===== config.mk =====
export PLATFORM = sky130hd
export DESIGN_NAME = fifo_frame_reader
export DESIGN_NICKNAME = d
export VERILOG_FILES = /design/src/rtl/fifo_frame_reader_pkg.sv /design/src/rtl/fifo_frame_reader_frame_out_reg.sv /design/src/rtl/fifo_frame_reader.sv
export SDC_FILE = /design/constraint.sdc
export NUM_CORES = 1
export LEC_CHECK = 0
export CORE_MARGIN = 5
export CORE_UTILIZATION = 50
export DETAILED_ROUTE_END_ITERATION = 8
export DONT_BUFFER_PORTS = 1
export GPL_ROUTABILITY_DRIVEN = 0
export PLACE_DENSITY = 0.7
export RECOVER_POWER = 50
export SLEW_MARGIN = 15
export SYNTH_ARGS = -nofsm -noshare
export SYNTH_HDL_FRONTEND = slang
export SYNTH_HIERARCHICAL = 1
export SYNTH_SLANG_ARGS = --single-unit

===== constraint.sdc =====
create_clock -name clk -period 3.19 [get_ports clk]
set_input_delay 0.638 -clock clk [delete_from_list [all_inputs] [get_ports clk]]
set_output_delay 0.638 -clock clk [all_outputs]
set_load 0.005 [all_outputs]

===== src/rtl/fifo_frame_reader_pkg.sv =====
// Shared constants for the frame reader: FSM encoding, default frame size, derived widths.
// Pure declarations; no latency or flow control of its own.
package fifo_frame_reader_pkg;

   localparam logic [1:0] ST_IDLE  = 2'd0;
   localparam logic [1:0] ST_DRAIN = 2'd1;
   localparam logic [1:0] ST_FLUSH = 2'd2;
   localparam logic [1:0] ST_DONE  = 2'd3;

   localparam int FRAME_LEN_DEF = 64;

   // Index port is fixed at 6 bits so frame sizes up to 64 share one interface.
   localparam int IDX_W = ($clog2(FRAME_LEN_DEF) > 6) ? $clog2(FRAME_LEN_DEF) : 6;
   localparam int CNT_W = IDX_W + 1;

   // Guard bits so 64 full-scale samples cannot overflow the accumulator.
   localparam int SUM_GUARD = 6;

endpackage


===== src/rtl/fifo_frame_reader_frame_out_reg.sv =====
// Output hold register for data/valid/tags; loads on pop, clears valid on transfer.
// Zero extra latency beyond the load edge; contents held stable while downstream stalls.
module frame_out_reg
   import fifo_frame_reader_pkg::*;
#(
   parameter int DWIDTH = 32
) (
   input  logic              clk,
   input  logic              rst,
   input  logic              load_i,
   input  logic              unload_i,
   input  logic [DWIDTH-1:0] data_i,
   input  logic [IDX_W-1:0]  idx_i,
   input  logic              first_i,
   input  logic              last_i,
   output logic [DWIDTH-1:0] data_o,
   output logic              valid_o,
   output logic [IDX_W-1:0]  idx_o,
   output logic              first_o,
   output logic              last_o
);

   logic [DWIDTH-1:0] data_q;
   logic              valid_q;
   logic [IDX_W-1:0]  idx_q;
   logic              first_q;
   logic              last_q;

   always_ff @(posedge clk or posedge rst) begin
      if (rst) begin
         data_q  <= '0;
         valid_q <= 1'b0;
         idx_q   <= '0;
         first_q <= 1'b0;
         last_q  <= 1'b0;
      end else if (load_i) begin
         data_q  <= data_i;
         valid_q <= 1'b1;
         idx_q   <= idx_i;
         first_q <= first_i;
         last_q  <= last_i;
      end else if (unload_i) begin
         valid_q <= 1'b0;
      end
   end

   assign data_o  = data_q;
   assign valid_o = valid_q;
   assign idx_o   = idx_q;
   assign first_o = first_q;
   assign last_o  = last_q;

endmodule


===== src/rtl/fifo_frame_reader.sv =====
// Drains one full frame from an upstream FIFO into a valid/ready stream and sums its samples.
// Pop-to-valid at the same edge, one sample/cycle; pops stop while m_valid is held by m_ready=0.
module fifo_frame_reader
   import fifo_frame_reader_pkg::*;
#(
   parameter int DWIDTH    = 32,
   parameter int FRAME_LEN = FRAME_LEN_DEF
) (
   input  logic                         clk,
   input  logic                         rst,
   input  logic                         fifo_full,
   input  logic                         fifo_error,
   input  logic [DWIDTH-1:0]            fifo_data,
   output logic                         fifo_rd_ce,
   output logic [DWIDTH-1:0]            m_data,
   output logic                         m_valid,
   input  logic                         m_ready,
   output logic                         m_first,
   output logic                         m_last,
   output logic [IDX_W-1:0]             m_index,
   output logic signed [DWIDTH+5:0]     frame_sum,
   output logic                         sum_valid,
   output logic                         busy,
   output logic                         err,
   input  logic                         err_clr
);

   localparam int SUM_W = DWIDTH + SUM_GUARD;

   logic [1:0]              state_q, state_d;
   logic [CNT_W-1:0]        cnt_q, cnt_d;
   logic signed [SUM_W-1:0] acc_q, acc_d;
   logic signed [SUM_W-1:0] frame_sum_q, frame_sum_d;
   logic                    sum_valid_q, sum_valid_d;
   logic                    err_q, err_d;
   logic                    pop;
   logic                    xfer;
   logic signed [SUM_W-1:0] beat_ext;

   assign xfer     = m_valid && m_ready;
   assign pop      = (state_q == ST_DRAIN) && (cnt_q < CNT_W'(FRAME_LEN)) && (!m_valid || m_ready);
   assign beat_ext = {{SUM_GUARD{m_data[DWIDTH-1]}}, m_data};

   always_comb begin
      state_d     = state_q;
      cnt_d       = cnt_q;
      acc_d       = acc_q;
      frame_sum_d = frame_sum_q;
      sum_valid_d = 1'b0;
      if (xfer) acc_d = acc_q + beat_ext;
      if (pop) cnt_d = cnt_q + 1'b1;
      case (state_q)
         ST_IDLE: begin
            if (fifo_full) begin
               state_d = ST_DRAIN;
               cnt_d   = '0;
               acc_d   = '0;
            end
         end
         ST_DRAIN: begin
            if (pop && (cnt_q == CNT_W'(FRAME_LEN - 1))) state_d = ST_FLUSH;
         end
         ST_FLUSH: begin
            // Sum includes the final beat, which transfers on this same edge.
            if (xfer && m_last) begin
               state_d     = ST_DONE;
               frame_sum_d = acc_d;
               sum_valid_d = 1'b1;
            end
         end
         ST_DONE: state_d = ST_IDLE;
         default: state_d = ST_IDLE;
      endcase

      err_d = err_q;
      if (err_clr) err_d = 1'b0;
      if (fifo_error || ((state_q == ST_FLUSH) && fifo_full)) err_d = 1'b1;
   end

   always_ff @(posedge clk or posedge rst) begin
      if (rst) begin
         state_q     <= ST_IDLE;
         cnt_q       <= '0;
         acc_q       <= '0;
         frame_sum_q <= '0;
         sum_valid_q <= 1'b0;
         err_q       <= 1'b0;
      end else begin
         state_q     <= state_d;
         cnt_q       <= cnt_d;
         acc_q       <= acc_d;
         frame_sum_q <= frame_sum_d;
         sum_valid_q <= sum_valid_d;
         err_q       <= err_d;
      end
   end

   frame_out_reg #(
      .DWIDTH (DWIDTH)
   ) u_out_reg (
      .clk      (clk),
      .rst      (rst),
      .load_i   (pop),
      .unload_i (xfer),
      .data_i   (fifo_data),
      .idx_i    (cnt_q[IDX_W-1:0]),
      .first_i  (cnt_q == '0),
      .last_i   (cnt_q == CNT_W'(FRAME_LEN - 1)),
      .data_o   (m_data),
      .valid_o  (m_valid),
      .idx_o    (m_index),
      .first_o  (m_first),
      .last_o   (m_last)
   );

   assign fifo_rd_ce = pop;
   assign frame_sum  = frame_sum_q;
   assign sum_valid  = sum_valid_q;
   assign busy       = (state_q != ST_IDLE);
   assign err        = err_q;

endmodule


==> results.py <==
metrics = {
    "final_layout": {
        "final_cell_mix": "128 x dfrtp_1, 91 x nand2_1, 55 x nor2_1, 55 x o21ai_0, 50 x a21oi_1",
        "drive_above_1_share": 0.153,
        "area_growth_syn_to_layout_pct": 8.93,
        "final_common_cell": "dfrtp_1",
        "final_cells": 924,
        "layout.nets": 810,
        "num_antenna_cells": 0,
    },
    "worst_setup_path": {
        "critPathKind": "reg2reg",
        "critPathMaxFanout": 5,
        "required_ps": 3490,
        "critPathArrivalTime_ps": 3250,
        "startpoint_type": "register",
        "end_kind": "register",
    },
    "floorplan": {
        "die_y_um": 132,
        "die_width_um": 132,
        "die-area_um2": 17400,
        "coreArea_um2": 14500,
        "num_rows": 44,
        "initial_core_util": 0.511,
        "io_pins": 121,
    },
    "sta": {
        "slew_headroom": -0.158,
        "report.final.hold_viol_count": 0,
        "fmax_mhz": 340,
        "hold_ws_ps": 328,
        "setup_viol": 0,
        "fin_skew_ps": 7.01,
        "drv_slew": 82,
        "period_share": 0.923,
        "post-route-min-period_ps": 2940,
        "rsz0062_at_grt": "false",
        "setup_tns_ps": 0,
        "worst_pin_slew_ps": 1730,
    },
    "detailed_routing": {
        "drt_pass1_iterations": 5,
        "dr.first_iter.drc_count": 364,
        "drc": 0,
        "vias": 5541,
        "wire_per_inst_um": 19.4,
        "viasPerCell": 6.00,
        "drtAntennaViolNets": 0,
        "routed_wl_um": 17900,
    },
    "placement": {
        "numPortBuffers": 0,
        "dpl.hpwl_um": 13100,
        "dp.cells": 893,
    },
    "outcome": {
        "violations": "capacitance limit, slew limit",
        "status": "finished, violations left",
    },
    "pwr": {
        "irDropWorstVdd_uv": 665,
        "leakage_nw": 3.80,
        "p_per_area_nw_per_um2": 1190,
    },
    "yosys": {
        "synth_cells": 732,
        "synthArstFlopShare": 1.00,
        "synthDistinctLibCells": 75,
        "netlist_area_um2": 7430,
        "yosysSeqAreaShare": 0.431,
        "synthTopCellsByArea": "dfrtp_1 43%, mux2_4 7.9%, ha_1 7.2%",
        "synth_largest_area_cell": "dfrtp_1",
        "synth_top_area_share": 0.431,
        "ys_seq_elements": 128,
        "yosysWarnings": 6,
        "synthFlopType": "dfrtp_1",
        "synth_edf_count": 0,
        "synth_fp_nets": 814,
        "avgSynthCellArea_um2": 10.1,
    },
    "clocking": {
        "clock_path_buffers": 2,
        "clock_latency_ps": 420,
        "numCtsBuffers": 17,
        "cts_tree": "done",
        "cts.htree.levels": 4,
        "postCtsHoldBufs": 0,
        "clkSlewWorstSetupHoldPaths_ps": 60,
        "clockRootBuffer": "clkbuf_16",
        "numClockSinks": 128,
    },
    "global_routing": {
        "grt_pass1_vias": 5692,
        "grt_overflow": 0,
        "grt_use_total": 0.209,
        "grt_max_degree": 50,
        "antenna_found_initial": 0,
        "grt_pass1_wl_um": 29800,
    },
    "hold_path": {
        "hp-class": "in2reg",
    },
    "flow_run": {
        "max-cap-violations": 2,
    },
}
==> layout make-up <==
type | instances | area [µm²]
repair buffers | 10 | 85.1
well taps | 184 | 230
multi-input cells | 545 | 3940
clock buffers | 18 | 439
flip-flops and latches | 128 | 3200
clock inverters | 13 | 92.6
inverters | 26 | 98.8
fillers | 1265 | 6440
==> layer usage <==
metal | global-route usage | wire length (µm) | up-vias | share of wire
li1 | - | - | 2597 | -
met1 | 0.271 | 7780 | 2699 | 0.43
met2 | 0.323 | 8180 | 211 | 0.46
met3 | 0.0729 | 1450 | 34 | 0.081
met4 | 0.0823 | 522 | 0 | 0.029
met5 | 0 | 0 | - | 0
==> stage by stage <==
| stage | instance area [µm²] | worst slack, ps | power (mW) | utilization |
|---|---|---|---|---|
| final | 8090 | 246 | 9.66 | 0.557 |
| after global routing | 8090 | 9.48 | 10.4 | 0.557 |
| after CTS | 8100 | 131 | 9.64 | 0.558 |
| after detailed placement | 7570 | 164 | 7.84 | 0.521 |
| after global placement | 7570 | 251 | 7.66 | 0.521 |
| after floorplan | 7430 | 302 | 6.79 | - |
==> where the power goes <==
part	switching, mW	internal [mW]	total (mW)
Sequential	0.481	2.11	2.59
Combinational	3.06	2.28	5.33
Clock	0.728	1.00	1.73
==> sequential cells by signal (all words and copies together), names as in the netlist <==
register,flops
state_q,2
u_out_reg/data_o,32
acc_q,38
u_out_reg/idx_o,6
sum_valid,1
frame_sum,38
err,1
cnt_q,7
u_out_reg/first_o,1
u_out_reg/last_o,1
u_out_reg/valid_o,1
==> final timing paths <==
path,startpoint,endpoint,slack [ps],cells after the start
max reg2reg,u_out_reg/data_o[0],acc_q[34],250,11
min in group asynchronous,rst,frame_sum[6],520,1
min reg2reg,acc_q[14],acc_q[14],500,2
min,err_clr,err,330,1
max in group asynchronous,rst,acc_q[27],800,2
max,u_out_reg/data_o[0],acc_q[34],250,11
==> kinds of logic after synthesis <==
kind of cell / count (synthesis) / share of synthesized area
and+or+nand+nor: 226 / 0.142
AOI/OAI and AO/OA: 196 / 0.182
DFF: 128 / 0.431
buffers and inverters: 59 / 0.0402
muxes: 47 / 0.0903
adders and majority gates: 44 / 0.0751
xor gates and xnor gates: 32 / 0.0396
==> timing repair <==
action | in CTS | in global routing
setup buffers | 0 | 0
setup endpoints to repair | 0 | 4
resized for setup | 0 | 1
==> cells in the mapped netlist, types with 7 or more instances <==
cell	n
dfrtp_1	128
nand2_1	91
nor2_1	56
o21ai_0	55
a21oi_1	51
ha_1	43
mux2_4	39
inv_1	26
clkbuf_1	21
a21o_1	18
xnor2_1	16
xor2_1	15
nand3_1	12
a211oi_1	9
and2_1	9
and3_1	9
nand2b_1	9
nor3_1	9
o21a_1	7
==> critical path, cell delays in order (launching register included) <==
cell and delay [ps]:
dfrtp_1 400, ha_1 230, inv_1 70, fa_1 380, nand2b_1 200, a21oi_2 230
a21o_1 180, a41oi_1 150, a21oi_2 320, o2111ai_2 180, and2_1 200, o311ai_1 290
No activity file was read; power rests on OpenSTA's default activity.
